[src/rtl/pc_seq_pkg.sv]
// Shared types for the fetch/execute sequencer.
//  state_e   : FSM state encoding (also driven out on the debug port)
//  pc_sel_e  : next-PC source chosen when the datapath signals exec_done
//  pick_sel  : resolves the ret > call > br_take > sequential priority
//              (halt_in is handled ahead of this in the FSM)
package pc_seq_pkg;

    typedef enum logic [1:0] {
        S_FETCH  = 2'd0,
        S_EXEC   = 2'd1,
        S_UPDATE = 2'd2,
        S_HALT   = 2'd3
    } state_e;

    typedef enum logic [1:0] {
        SEL_SEQ  = 2'd0,
        SEL_BR   = 2'd1,
        SEL_CALL = 2'd2,
        SEL_RET  = 2'd3
    } pc_sel_e;

    function automatic pc_sel_e pick_sel(input logic ret_i, input logic call_i,
                                         input logic br_i);
        pc_sel_e sel;
        if (ret_i)       sel = SEL_RET;
        else if (call_i) sel = SEL_CALL;
        else if (br_i)   sel = SEL_BR;
        else             sel = SEL_SEQ;
        return sel;
    endfunction

endpackage

[src/rtl/pc_sequencer_if.sv]
// Instruction-memory fetch bus.
//  imem_req   : request, held high until imem_ack
//  imem_addr  : fetch address, valid while imem_req
//  imem_ack   : fetch complete, imem_data valid in the same cycle
//  imem_data  : fetched instruction
// Handshake: a transfer completes on a rising edge where imem_req and
// imem_ack are both high; imem_ack while imem_req is low has no effect.
interface pc_sequencer_if #(
    parameter int AW = 16,
    parameter int IW = 16
);
    logic          imem_req;
    logic [AW-1:0] imem_addr;
    logic          imem_ack;
    logic [IW-1:0] imem_data;

    modport master (
        output imem_req,
        output imem_addr,
        input  imem_ack,
        input  imem_data
    );

    modport slave (
        input  imem_req,
        input  imem_addr,
        output imem_ack,
        output imem_data
    );
endinterface

[src/rtl/ret_addr_stack.sv]
// Return-address stack (LIFO) used for call/ret.
//  clk, reset : clock, synchronous active-high reset (pointer only)
//  push       : store push_data on top (ignored when full)
//  pop        : drop the top entry (ignored when empty)
//  push_data  : address to push
//  top        : current top entry (meaningless when empty)
//  full/empty : ptr == DEPTH / ptr == 0
// Entry storage is deliberately not reset; only the pointer is.
module ret_addr_stack #(
    parameter int AW    = 16,
    parameter int DEPTH = 4
) (
    input  logic          clk,
    input  logic          reset,
    input  logic          push,
    input  logic          pop,
    input  logic [AW-1:0] push_data,
    output logic [AW-1:0] top,
    output logic          full,
    output logic          empty
);
    localparam int PW = $clog2(DEPTH);
    localparam logic [PW:0]   FULL_PTR = (PW + 1)'(DEPTH);
    localparam logic [PW:0]   PTR_ONE  = (PW + 1)'(1);
    localparam logic [PW-1:0] IDX_ONE  = PW'(1);

    logic [AW-1:0] mem_q [DEPTH];
    logic [PW:0]   ptr_q, ptr_d;
    logic [PW-1:0] top_idx;

    assign full    = (ptr_q == FULL_PTR);
    assign empty   = (ptr_q == '0);
    assign top_idx = ptr_q[PW-1:0] - IDX_ONE;
    assign top     = mem_q[top_idx];

    always_comb begin
        ptr_d = ptr_q;
        if (push && !full)
            ptr_d = ptr_q + PTR_ONE;
        else if (pop && !empty)
            ptr_d = ptr_q - PTR_ONE;
    end

    always_ff @(posedge clk) begin
        if (reset) ptr_q <= '0;
        else       ptr_q <= ptr_d;
    end

    // ptr_q low bits address the next free slot; full blocks the push so
    // the wrapped index at ptr==DEPTH is never written.
    always_ff @(posedge clk) begin
        if (push && !full)
            mem_q[ptr_q[PW-1:0]] <= push_data;
    end

endmodule

[src/rtl/pc_sequencer.sv]
// Fetch/execute sequencer owning the program-counter load port.
//  clk, reset : clock, synchronous active-high reset
//  pc_in      : current pc register value
//  ld_pc      : next-PC value to the pc register
//  wr_pc      : pc register write strobe, one-cycle pulse in UPDATE
//  imem       : fetch bus (master side)
//  ir         : latched instruction; ir_valid high throughout EXEC
//  exec_done  : datapath finished; br_take/call/ret/br_target/halt_in sampled
//  halted     : in HALT (absorbing until reset)
//  stack_err  : sticky, return-stack overflow/underflow caused the halt
//  dbg_state  : current FSM state
// All outputs are registered. Loop: FETCH -> EXEC -> UPDATE -> FETCH.
module pc_sequencer
    import pc_seq_pkg::*;
#(
    parameter int AW        = 16,
    parameter int IW        = 16,
    parameter int RAS_DEPTH = 4
) (
    input  logic                  clk,
    input  logic                  reset,
    input  logic [AW-1:0]         pc_in,
    output logic [AW-1:0]         ld_pc,
    output logic                  wr_pc,
    pc_sequencer_if.master        imem,
    output logic [IW-1:0]         ir,
    output logic                  ir_valid,
    input  logic                  exec_done,
    input  logic                  br_take,
    input  logic                  call,
    input  logic                  ret,
    input  logic [AW-1:0]         br_target,
    input  logic                  halt_in,
    output logic                  halted,
    output logic                  stack_err,
    output state_e                dbg_state
);
    localparam logic [AW-1:0] PC_ONE = AW'(1);

    state_e        state_q, state_d;
    logic [AW-1:0] ld_pc_q, ld_pc_d;
    logic          wr_pc_q, wr_pc_d;
    logic          req_q, req_d;
    logic [AW-1:0] addr_q, addr_d;
    logic [IW-1:0] ir_q, ir_d;
    logic          ir_valid_q, ir_valid_d;
    logic          halted_q, halted_d;
    logic          stack_err_q, stack_err_d;

    pc_sel_e       sel;
    logic [AW-1:0] pc_inc;
    logic          ras_push, ras_pop, ras_full, ras_empty;
    logic [AW-1:0] ras_top;

    assign pc_inc = pc_in + PC_ONE;   // wraps at 2^AW
    assign sel    = pick_sel(ret, call, br_take);

    ret_addr_stack #(
        .AW    (AW),
        .DEPTH (RAS_DEPTH)
    ) u_ras (
        .clk       (clk),
        .reset     (reset),
        .push      (ras_push),
        .pop       (ras_pop),
        .push_data (pc_inc),
        .top       (ras_top),
        .full      (ras_full),
        .empty     (ras_empty)
    );

    always_comb begin
        state_d     = state_q;
        ld_pc_d     = ld_pc_q;
        wr_pc_d     = 1'b0;
        req_d       = req_q;
        addr_d      = addr_q;
        ir_d        = ir_q;
        ir_valid_d  = ir_valid_q;
        halted_d    = halted_q;
        stack_err_d = stack_err_q;
        ras_push    = 1'b0;
        ras_pop     = 1'b0;

        case (state_q)
            S_FETCH: begin
                if (!req_q) begin
                    // First FETCH cycle after reset: raise the request.
                    req_d  = 1'b1;
                    addr_d = pc_in;
                end else if (imem.imem_ack) begin
                    req_d      = 1'b0;
                    ir_d       = imem.imem_data;
                    ir_valid_d = 1'b1;
                    state_d    = S_EXEC;
                end else begin
                    addr_d = pc_in;
                end
            end

            S_EXEC: begin
                if (exec_done) begin
                    ir_valid_d = 1'b0;
                    if (halt_in) begin
                        state_d  = S_HALT;
                        halted_d = 1'b1;
                    end else begin
                        state_d = S_UPDATE;
                        wr_pc_d = 1'b1;
                        case (sel)
                            SEL_RET: begin
                                if (ras_empty) begin
                                    state_d     = S_HALT;
                                    wr_pc_d     = 1'b0;
                                    halted_d    = 1'b1;
                                    stack_err_d = 1'b1;
                                end else begin
                                    ras_pop = 1'b1;
                                    ld_pc_d = ras_top;
                                end
                            end
                            SEL_CALL: begin
                                if (ras_full) begin
                                    state_d     = S_HALT;
                                    wr_pc_d     = 1'b0;
                                    halted_d    = 1'b1;
                                    stack_err_d = 1'b1;
                                end else begin
                                    ras_push = 1'b1;
                                    ld_pc_d  = br_target;
                                end
                            end
                            SEL_BR:  ld_pc_d = br_target;
                            default: ld_pc_d = pc_inc;
                        endcase
                    end
                end
            end

            S_UPDATE: begin
                // pc_in still holds the old value here; the register takes
                // ld_pc on this edge, so the next fetch address is ld_pc.
                state_d = S_FETCH;
                req_d   = 1'b1;
                addr_d  = ld_pc_q;
            end

            default: begin
                // S_HALT: absorbing, all inputs ignored.
            end
        endcase
    end

    always_ff @(posedge clk) begin
        if (reset) begin
            state_q     <= S_FETCH;
            ld_pc_q     <= '0;
            wr_pc_q     <= 1'b0;
            req_q       <= 1'b0;
            addr_q      <= '0;
            ir_q        <= '0;
            ir_valid_q  <= 1'b0;
            halted_q    <= 1'b0;
            stack_err_q <= 1'b0;
        end else begin
            state_q     <= state_d;
            ld_pc_q     <= ld_pc_d;
            wr_pc_q     <= wr_pc_d;
            req_q       <= req_d;
            addr_q      <= addr_d;
            ir_q        <= ir_d;
            ir_valid_q  <= ir_valid_d;
            halted_q    <= halted_d;
            stack_err_q <= stack_err_d;
        end
    end

    assign ld_pc          = ld_pc_q;
    assign wr_pc          = wr_pc_q;
    assign imem.imem_req  = req_q;
    assign imem.imem_addr = addr_q;
    assign ir             = ir_q;
    assign ir_valid       = ir_valid_q;
    assign halted         = halted_q;
    assign stack_err      = stack_err_q;
    assign dbg_state      = state_q;

endmodule

[src/flat_wrapper.sv]
// flat-port wrapper written by rule: the top's interface ports become plain ports
module pc_sequencer_flat import pc_seq_pkg::*;
#(
    parameter int AW        = 16,
    parameter int IW        = 16,
    parameter int RAS_DEPTH = 4
)
  (clk, reset, pc_in, ld_pc, wr_pc, ir, ir_valid, exec_done, br_take, call, ret, br_target, halt_in, halted, stack_err, dbg_state, imem_imem_req, imem_imem_addr, imem_imem_ack, imem_imem_data);
  pc_sequencer_if #(.AW(AW), .IW(IW)) imem_i ();
  input  logic clk;
  input  logic reset;
  input  logic [AW-1:0] pc_in;
  output logic [AW-1:0] ld_pc;
  output logic wr_pc;
  output logic [IW-1:0] ir;
  output logic ir_valid;
  input  logic exec_done;
  input  logic br_take;
  input  logic call;
  input  logic ret;
  input  logic [AW-1:0] br_target;
  input  logic halt_in;
  output logic halted;
  output logic stack_err;
  output state_e dbg_state;
  output wire logic [$bits(imem_i.imem_req)-1:0] imem_imem_req;
  output wire logic [$bits(imem_i.imem_addr)-1:0] imem_imem_addr;
  input wire logic [$bits(imem_i.imem_ack)-1:0] imem_imem_ack;
  input wire logic [$bits(imem_i.imem_data)-1:0] imem_imem_data;
  assign imem_imem_req = imem_i.imem_req;
  assign imem_imem_addr = imem_i.imem_addr;
  assign imem_i.imem_ack = imem_imem_ack;
  assign imem_i.imem_data = imem_imem_data;
  pc_sequencer #(.AW(AW), .IW(IW), .RAS_DEPTH(RAS_DEPTH)) u_core (.clk(clk), .reset(reset), .pc_in(pc_in), .ld_pc(ld_pc), .wr_pc(wr_pc), .imem(imem_i), .ir(ir), .ir_valid(ir_valid), .exec_done(exec_done), .br_take(br_take), .call(call), .ret(ret), .br_target(br_target), .halt_in(halt_in), .halted(halted), .stack_err(stack_err), .dbg_state(dbg_state));
endmodule
[config.mk]
export PLATFORM = sky130hd
export DESIGN_NAME = pc_sequencer_flat
export DESIGN_NICKNAME = d
export VERILOG_FILES = /design/src/rtl/pc_seq_pkg.sv /design/src/rtl/pc_sequencer_if.sv /design/src/rtl/ret_addr_stack.sv /design/src/rtl/pc_sequencer.sv /design/src/flat_wrapper.sv
export SDC_FILE = /design/constraint.sdc
export NUM_CORES = 1
export LEC_CHECK = 0
export BUFFER_PORTS_ARGS = -buffer_cell sky130_fd_sc_hd__buf_2
export CAP_MARGIN = 20
export CORE_MARGIN = 4
export CORE_UTILIZATION = 40
export CTS_BUF_LIST = sky130_fd_sc_hd__clkbuf_2
export DETAILED_ROUTE_END_ITERATION = 12
export HOLD_SLACK_MARGIN = 0.08
export PLACE_DENSITY = 0.6
export SETUP_SLACK_MARGIN = 0.4
export SLEW_MARGIN = 20
export SYNTH_ARGS = -nofsm -noshare
export SYNTH_HDL_FRONTEND = slang
export SYNTH_SLANG_ARGS = --single-unit
[constraint.sdc]
create_clock -name clk -period 5.9 [get_ports clk]
set_input_delay 1.475 -clock clk [delete_from_list [all_inputs] [get_ports clk]]
set_output_delay 1.475 -clock clk [all_outputs]
set_load 0.02 [all_outputs]
==> results.toml <==
[die]
rows = 42
io_pins = 111
dieArea_um2 = 15300
core_um2 = 13200
fp.dieW_um = 124
die_y_um = 124
start_util_pct = 40.6

[sta]
timing.final.setup_violations = 0
maxSlewHeadroom_pct = 28.5
fmax_mhz = 311
fin_skew_ns = 0.0154
rsz0062_at_grt = "false"
hold_violations = 0
worst_pin_slew_ns = 1.07
finalCritPeriodShare_pct = 54.5
tns_ns = 0
fin_crit_ns = 3.22
slew_viol_final = 0

[worst_setup_path]
path_class = "in2reg"
arrival_ns = 3.74
worstSetupEndpointType = "register"
cp_max_fo = 9
critPathLaunchType = "input pin"
worstPathRequired_ns = 6.42

[placed_design]
port_buffers = 110
place.gp.congestion = 0.856
place_hpwl_mm = 9.12
placed_cell_area_um2 = 5990
placedCellCount = 706

[drt]
dr.pass1.iters = 7
drc_errors = 0
via_count = 3806
wl_per_cell_um = 16.9
wl_mm = 12.5
drtIter0Drc = 227
viasPerCell = 5.15
postRouteAntennaNets = 0

[layout]
n_fill_cell = 1228
area_delta_synth_final_pct = 16.7
fin_nets = 614
drive_gt1_share_pct = 30.4
final_cells = 739
design_area_um2 = 6250
utilization_pct = 47.4

[clock_network]
cts_root_buf = "clkbuf_2"
clock_path_buffers = 2
post_cts_buffers = 0
h-tree-depth = 4
cts_hold_buf = 0
clk_latency_ns = 0.64
ctsResizeCount = 0
cts.clk_slew.worst_paths_ns = 0.20
cts_sinks = 122
numCtsBuffers = 17
cts_tree = "yes"

[flow_run]
maxCapViolCount = 0

[yosys]
synth_area_per_cell_um2 = 12.1
synthArstFlopShare_pct = 0
synth_area_um2 = 5360
synth-seq-cells = 122
syn_nets = 508
synth_cell_types = 56
ys_seq_area_share_pct = 57.5
post_synth_inst_count = 443
synthFlopType = "edfxtp_1"
synth_edf_count = 64
ys_warn_count = 0

[worst_hold_path]
hold_path_class = "reg2reg"

[grt]
grt_pass1_wl_mm = 19.4
grt.total_usage_pct = 16.8
grt_max_degree = 53
grt_overflow = 0
antenna_found_initial = 1
grt_pass1_vias = 3633

[power]
peakVddDrop_uv = 98.0
powerDensity_nw_per_um2 = 268
p_leak_nw = 2.55

[outcome]
status = "completed"
==> metrics by stage <==
stage               setup WS (ns)  power (W)  hold slack, ns
detailed placement           1.91    0.00115           0.436
global placement             1.98    0.00115           0.437
global route                 2.54    0.00176           0.476
finish                       2.68    0.00168           0.460
CTS                          2.61    0.00170           0.460
floorplan                    2.38    0.00108           0.522
==> state kept, by name, indices dropped and copies added, names as in the netlist <==
signal / count
u_core.stack_err: 1
u_core.ld_pc: 16
u_core.wr_pc: 1
u_core.u_ras.ptr_q: 3
u_core.ir: 16
u_core.imem.imem_req: 1
u_core.halted: 1
u_core.ir_valid: 1
u_core.u_ras.mem_q: 64
u_core.imem.imem_addr: 16
u_core.dbg_state: 2
==> routing by layer <==
| metal | share of wire [%] | vias to the layer above | track usage, % | wire length, um |
|---|---|---|---|---|
| met4 | 1.7 | 0 | 7.40 | 212 |
| met2 | 47 | 125 | 26.9 | 5900 |
| met1 | 44 | 1790 | 21.9 | 5450 |
| met3 | 7.7 | 14 | 3.95 | 958 |
| li1 | - | 1877 | - | - |
| met5 | 0 | - | 0 | 0 |
==> logic make-up (layout without fill, tap and decap cells) <==
logic type | Yosys count | in the layout | share of synthesized area [%]
flip-flops | 122 | 122 | 57.5
AND/OR/NAND/NOR | 122 | 122 | 11.1
AO/OA/AOI/OAI | 97 | 97 | 12.5
buffers and inverters | 39 | 158 | 3.94
multiplexers | 38 | 38 | 10.0
XOR/XNOR | 16 | 16 | 2.75
adder cells (fa/ha/maj) | 9 | 9 | 2.10
other | 0 | 1 | 0
==> worst max-delay path, stage by stage <==
cell	delay, ns
buf_2	0.08
inv_1	0.03
a21oi_1	0.24
ha_1	0.27
a21boi_1	0.48
nand2_1	0.13
xnor2_1	0.16
ha_1	0.20
or3_1	0.34
a21oi_1	0.16
xnor2_1	0.13
nor2_1	0.05
==> final timing paths <==
check / startpoint / endpoint / slack (ns) / cells after the start
hold reg to reg: u_core.halted$_SDFFE_PP0P_ / u_core.halted$_SDFFE_PP0P_ / 0.46 / 2
setup reg to reg: u_core.u_ras.ptr_q[0]$_SDFFE_PP0P_ / u_core.ld_pc[14]$_SDFFE_PP0P_ / 2.96 / 7
setup / recovery: call / u_core.u_ras.ptr_q[2]$_SDFFE_PP0P_ / 2.68 / 12
hold / removal: u_core.halted$_SDFFE_PP0P_ / u_core.halted$_SDFFE_PP0P_ / 0.46 / 2
==> report_power, final <==
part / leakage (nW) / total (W) / internal (W) / switching (W)
clock: 0.146 / 0.000542 / 0.000203 / 0.000339
combinational: 1.35 / 0.000201 / 0.0000706 / 0.000130
sequential: 1.05 / 0.000933 / 0.000919 / 0.0000142
==> area by class of cell <==
class | count | area, um^2 | area share (%)
antenna | 1 | 2.50 | 0.0400
clock buffer | 17 | 85.1 | 1.36
clock inverter | 15 | 165 | 2.64
tap | 176 | 220 | 3.52
multi-input combinational | 282 | 2080 | 33.3
inverter | 15 | 56.3 | 0.900
timing repair buffer | 111 | 558 | 8.92
sequential | 122 | 3080 | 49.3
==> layout by cell type (no fill, tap or decap), types with 7 or more instances in the layout <==
cell and count:
edfxtp_1 64, ha_1 9, nor3_1 8, clkbuf_2 17, xnor2_1 10, nand3_1 7
o21ai_0 10, nor2_1 33, dfxtp_1 58, a21oi_1 31, buf_2 110, nand2_1 47
inv_1 15, mux4_2 11, mux2i_1 23, a211oi_1 20
==> cells in the mapped netlist, types with 2 or more instances <==
| master | n | area (um^2) |
|---|---|---|
| ha_1 | 9 | 113 |
| o21a_1 | 3 | 22.5 |
| nor2_1 | 34 | 128 |
| nand3_1 | 7 | 35.0 |
| a221o_1 | 5 | 50.1 |
| mux2_2 | 3 | 33.8 |
| xnor2_1 | 10 | 87.6 |
| and3_1 | 6 | 37.5 |
| a21oi_1 | 32 | 160 |
| buf_2 | 6 | 30.0 |
| inv_1 | 15 | 56.3 |
| nor2b_1 | 2 | 12.5 |
| o221ai_1 | 3 | 26.3 |
| nand2_1 | 47 | 176 |
| o21ai_0 | 10 | 50.1 |
| a221oi_1 | 6 | 52.6 |
| mux2i_1 | 23 | 230 |
| edfxtp_1 | 64 | 1920 |
| a211oi_1 | 20 | 150 |
| o2bb2ai_1 | 3 | 26.3 |
| xor2_1 | 5 | 43.8 |
| clkbuf_1 | 12 | 45.0 |
| dfxtp_1 | 58 | 1160 |
| nor3_1 | 8 | 40.0 |
| clkbuf_8 | 5 | 68.8 |
| mux4_2 | 11 | 248 |
| a31oi_1 | 2 | 12.5 |
| nand2b_1 | 3 | 18.8 |
| o221a_2 | 4 | 45.0 |
No activity file was read; power rests on OpenSTA's default activity.
